**src/rtl/vec_pkg.sv**
```systemverilog
// vec_pkg: shared defaults, FSM state type and lane-slice helper for the vector memory sequencer
package vec_pkg;
  localparam int VEC_LANES  = 4;
  localparam int VEC_DATA_W = 32;
  localparam int VEC_ADDR_W = 32;
  localparam int VEC_STRIDE = 4;
  typedef enum logic [1:0] {S_IDLE, S_BUSY, S_DRAIN, S_DONE} vms_state_e;
  function automatic logic [VEC_DATA_W-1:0] lane(input logic [VEC_LANES*VEC_DATA_W-1:0] v, input int unsigned i);
    return v[i*VEC_DATA_W +: VEC_DATA_W];
  endfunction
endpackage

```
**src/rtl/lane_capture.sv**
```systemverilog
// lane_capture: writes read data into the granted lane one cycle after the grant
module lane_capture
  import vec_pkg::*;
#(
  parameter int VLANES = VEC_LANES,
  parameter int DATA_W = VEC_DATA_W,
  parameter int IW     = $clog2(VLANES)
) (
  input  logic                     clk,
  input  logic                     rst,
  input  logic                     cap_i,
  input  logic [IW-1:0]            idx_i,
  input  logic [DATA_W-1:0]        rdata_i,
  output logic [VLANES*DATA_W-1:0] data_o
);
  logic                     pend_q;
  logic [IW-1:0]            idx_q;
  logic [VLANES*DATA_W-1:0] data_q;
  always_ff @(posedge clk) begin
    if (rst) begin
      pend_q <= 1'b0;
      idx_q  <= '0;
      data_q <= '0;
    end else begin
      pend_q <= cap_i;
      idx_q  <= idx_i;
      for (int i = 0; i < VLANES; i++)
        if (pend_q && idx_q == IW'(i)) data_q[i*DATA_W +: DATA_W] <= rdata_i;
    end
  end
  assign data_o = data_q;
endmodule

```
**src/rtl/vector_mem_sequencer.sv**
```systemverilog
// vector_mem_sequencer: splits one vector load/store into per-lane scalar memory beats and stalls until done
module vector_mem_sequencer
  import vec_pkg::*;
#(
  parameter int VLANES = VEC_LANES,
  parameter int DATA_W = VEC_DATA_W,
  parameter int ADDR_W = VEC_ADDR_W,
  parameter int STRIDE = VEC_STRIDE
) (
  input  logic                     clk,
  input  logic                     rst,
  input  logic                     start,
  input  logic                     isStore,
  input  logic [ADDR_W-1:0]        baseAddr,
  input  logic [VLANES*DATA_W-1:0] storeData,
  output logic                     memReq,
  output logic                     memWe,
  output logic [ADDR_W-1:0]        memAddr,
  output logic [DATA_W-1:0]        memWdata,
  input  logic                     memGnt,
  input  logic [DATA_W-1:0]        memRdata,
  output logic [VLANES*DATA_W-1:0] loadData,
  output logic                     regWriteV,
  output logic                     done,
  output logic                     stall
);
  localparam int BW = $clog2(VLANES);
  vms_state_e               state_q;
  logic [BW-1:0]            beat_q;
  logic                     st_q, req_q, we_q, done_q, rwv_q, last;
  logic [ADDR_W-1:0]        addr_q;
  logic [VLANES*DATA_W-1:0] wbuf_q;
  assign last = beat_q == BW'(VLANES-1);
  // Store data shifts down one lane per grant so lane 0 is always the current beat
  always_ff @(posedge clk) begin
    if (rst) begin
      state_q <= S_IDLE;
      beat_q  <= '0;
      st_q    <= 1'b0;
      req_q   <= 1'b0;
      we_q    <= 1'b0;
      addr_q  <= '0;
      wbuf_q  <= '0;
      done_q  <= 1'b0;
      rwv_q   <= 1'b0;
    end else begin
      done_q <= 1'b0;
      rwv_q  <= 1'b0;
      case (state_q)
        S_IDLE: if (start) begin
          state_q <= S_BUSY;
          st_q    <= isStore;
          beat_q  <= '0;
          req_q   <= 1'b1;
          we_q    <= isStore;
          addr_q  <= baseAddr;
          wbuf_q  <= storeData;
        end
        S_BUSY: if (memGnt) begin
          beat_q <= beat_q + 1'b1;
          addr_q <= addr_q + ADDR_W'(STRIDE);
          wbuf_q <= wbuf_q >> DATA_W;
          if (last) begin
            req_q   <= 1'b0;
            we_q    <= 1'b0;
            state_q <= st_q ? S_DONE : S_DRAIN;
            done_q  <= st_q;
          end
        end
        S_DRAIN: begin
          state_q <= S_DONE;
          done_q  <= 1'b1;
          rwv_q   <= 1'b1;
        end
        default: state_q <= S_IDLE;
      endcase
    end
  end
  assign memReq    = req_q;
  assign memWe     = we_q;
  assign memAddr   = addr_q;
  assign memWdata  = wbuf_q[DATA_W-1:0];
  assign done      = done_q;
  assign regWriteV = rwv_q;
  assign stall     = state_q == S_IDLE ? start : state_q != S_DONE;
  lane_capture #(.VLANES(VLANES), .DATA_W(DATA_W), .IW(BW)) u_cap (
    .clk(clk),
    .rst(rst),
    .cap_i(state_q == S_BUSY && memGnt && !st_q),
    .idx_i(beat_q),
    .rdata_i(memRdata),
    .data_o(loadData)
  );
endmodule
```
**config.mk**
```make
export PLATFORM = sky130hd
export DESIGN_NAME = vector_mem_sequencer
export DESIGN_NICKNAME = d
export VERILOG_FILES = /design/src/rtl/vec_pkg.sv /design/src/rtl/lane_capture.sv /design/src/rtl/vector_mem_sequencer.sv
export SDC_FILE = /design/constraint.sdc
export NUM_CORES = 1
export LEC_CHECK = 0
export CAP_MARGIN = 20
export CORE_ASPECT_RATIO = 1.75
export CORE_MARGIN = 10
export CORE_UTILIZATION = 42
export CTS_CLUSTER_DIAMETER = 100
export CTS_CLUSTER_SIZE = 24
export DETAILED_ROUTE_END_ITERATION = 16
export GPL_TIMING_DRIVEN = 0
export PLACE_DENSITY = 0.76
export SLEW_MARGIN = 20
export SYNTH_ARGS = -nofsm -noshare
export SYNTH_HDL_FRONTEND = slang
export SYNTH_SLANG_ARGS = --single-unit
```
**constraint.sdc**
```tcl
create_clock -name clk -period 1.9 [get_ports clk]
set_clock_uncertainty 0.05 [all_clocks]
set_input_delay 0.475 -clock clk [delete_from_list [all_inputs] [get_ports clk]]
set_output_delay 0.475 -clock clk [all_outputs]
set_load 0.01 [all_outputs]
```
==> flow_summary.toml <==
[place]
gp_congestion = 0.903
pre_cts_slack_ns = -1.04
io_buffers = 393
dp_hpwl_um = 39800
dpl.cell_count = 2248

[route]
drt_iter0_drc = 741
num_vias = 13316
drc = 0
final_antenna_net_count = 0
drt_pass1_iterations = 6
finalWirelength_um = 58300
wire_per_inst_um = 25.1
viasPerCell = 5.72

[timing]
holdWs_ns = 0.404
period_needed_ns = 2.05
setup_viol = 106
relSlewSlack = 0.460
clock.fmax_mhz = 488
slew_violations = 0
hold_viol = 0
tightest_slew_ns = 0.810
grt_setup_unrepaired = "yes"
finalCritPeriodShare = 1.08
setup_ws_ns = -0.149

[die]
start_util = 0.424
die_height_um = 247
coreArea_mm2 = 0.0293
die_w_um = 150
rows = 83
die-area_mm2 = 0.0371
io_pins = 394

[grt]
antenna_found_initial = 4
grt_max_degree = 26
grt_usage = 0.293
grt_overflow = 0
grt_pass1_vias = 13889
grt_pass1_wl_um = 83400

[cts]
clock_path_buffers = 3
insertion_delay_ns = 0.54
ctsRootBufferMaster = "clkbuf_16"
cts_tree = "done"
numCtsBuffers = 16
cts_max_level = 1
clock-sinks = 300
path_clk_slew_ns = 0.11

[worst_setup_path]
arrival_ns = 2.43
path_buf_inv = 1
critPathMaxFanout = 5
criticalPathCategory = "reg2reg"
critPathMaxStageDelay_ns = 0.44
crit_chain = "ha_4 -> and4_1 -> buf_6 -> nand4_1 -> or3_4 -> mux2i_1 -> a2111oi_2"
worstPathRequired_ns = 2.28
crit_slowest_cell = "or3_4"
cp-end-kind = "flip-flop"
cp_top_family = "simple AND/OR/NAND/NOR gates"
crit_path_start_kind = "flip-flop"

[synthesis]
synthCells = 1473
synth_edf_count = 0
synthAdderAreaFrac = 0.00806
yosys_warnings = 0
synth.yosys.seq_area_share = 0.484
yosys.area_share.simple = 0.180
synth-compound-area-share = 0.183
synth_xor_area_frac = 0
synth_area_per_cell_um2 = 8.43
synthDistinctLibCells = 52
synth_flop_cell = "dfxtp_1"
synth_top_family_by_area = "compound AO/OA/AOI/OAI gates"
synth.ff_latch_count = 300
synth-async-reset-ratio = 0
synthesis.nets = 1678
muxShareOfSynthArea = 0.0846
netlist_area_mm2 = 0.0124

[final_layout]
areaGrowthSynthToFinish_pct = 59.6
final_util = 0.677
final_cells = 2326
nets = 2143
drive_above_1_share = 0.245

[job]
maxCapViolations = 0

[power]
powerDensity_mw_per_mm2 = 1450
peakVddDrop_mv = 1.17
p_total_uw = 28800
p_leak_uw = 0.00789

[hold_path]
hold_class = "reg2reg"

[run_status]
violations = "negative setup slack"
status = "complete, but fails checks"
-- registers in the layout (all words and copies together) (netlist names) --
register / cells
done: 1
memAddr: 32
u_cap.data_o: 128
state_q: 2
st_q: 1
beat_q: 2
u_cap.idx_q: 2
regWriteV: 1
memWe: 1
u_cap.pend_q: 1
wbuf_q: 128
memReq: 1
-- placed cells by master (no fill, tap or decap), drive strengths merged, types with 6 or more instances in the layout --
cell type,count
nor2,155
clkdlybuf4s15,7
clkbuf,107
clkdlybuf4s50,196
nor3,9
o21ai,19
mux2i,105
a21oi,163
dfxtp,300
a22oi,33
ha,8
dlygate4sd2,189
and3,10
o22ai,6
nor2b,7
nand3,17
nand2,303
nand4,9
inv,7
a211oi,103
buf,120
-- layout make-up --
cell class / instances / area (µm²)
antenna: 4 / 10.0
inverter: 7 / 31.3
tap: 382 / 478
clock buffer: 19 / 433
sequential: 300 / 6070
fill: 2181 / 9460
buffer: 141 / 1110
timing repair buffer: 459 / 4650
multi-input combinational: 1013 / 7020
clock inverter: 1 / 16.3
-- repair_timing --
item,in CTS,in global routing
endpoints found under the setup margin,492,234
buffers inserted,30,23
hold buffers,0,0
resized for setup,619,192
endpoints found under the hold margin,0,0
pin swaps,27,80
cloned,20,0
-- cells by family (layout without fill, tap and decap cells) --
kind of cell	after synthesis	after routing
buffers and inverters	160	627
AOI/OAI and AO/OA	359	359
muxes	105	105
DFF	300	300
and+or+nand+nor	541	541
adders and majority gates	8	8
other	0	4
-- worst paths after layout --
check                                   endpoint  depth (start not counted)              from  slack [ns]
worst max register to register       memAddr[28]                          7        memAddr[3]       -0.15
worst max-delay path                 memAddr[28]                          7        memAddr[3]       -0.15
worst min-delay path            u_cap.data_o[16]                          2  u_cap.data_o[16]        0.40
worst min register to register  u_cap.data_o[16]                          2  u_cap.data_o[16]        0.40
-- report_power, final --
part / internal, µW / leakage, µW / switching (µW)
Sequential: 7640 / 0.00247 / 1400
Clock: 1640 / 0.000219 / 2180
Combinational: 7690 / 0.00520 / 8220
Total: 17000 / 0.00789 / 11800
-- synthesized netlist by cell type (all sizes together) (5+ instances only) --
cell type	instances	area (µm²)
a2111oi	5	43.8
a211oi	103	773
a21oi	163	816
a22oi	33	248
a31oi	5	31.3
and2	5	31.3
and3	10	62.6
buf	68	408
clkbuf	85	319
dfxtp	300	6010
ha	8	100
inv	7	26.3
mux2i	105	1050
nand2	303	1140
nand2b	5	31.3
nand3	17	90.1
nand4	9	56.3
nor2	155	582
nor2b	7	43.8
nor3	9	45.0
nor4	5	37.5
o21ai	19	95.1
o22ai	6	43.8
-- metrics by stage --
stage                     setup TNS [ns]  area [µm²]
after floorplan                   -0.125       12500
after global placement           -250.78       16900
after detailed placement         -252.77       16900
after CTS                          -9.59       19300
after global routing              -10.62       19800
final                              -5.98       19800
-- metal layers --
metal	vias up	GRT usage	wire [µm]
li1	5995	-	-
met1	6298	0.267	17900
met2	784	0.547	30400
met3	235	0.0974	6310
met4	4	0.175	3620
met5	-	0	27
-- tightest hold or removal path, delay by kind of cell (launching register included) --
kind            cells  cell delay [ns]
compound gates      1             0.05
flops               1             0.31
simple gates        1             0.05
(Power assumes the default switching activity.)
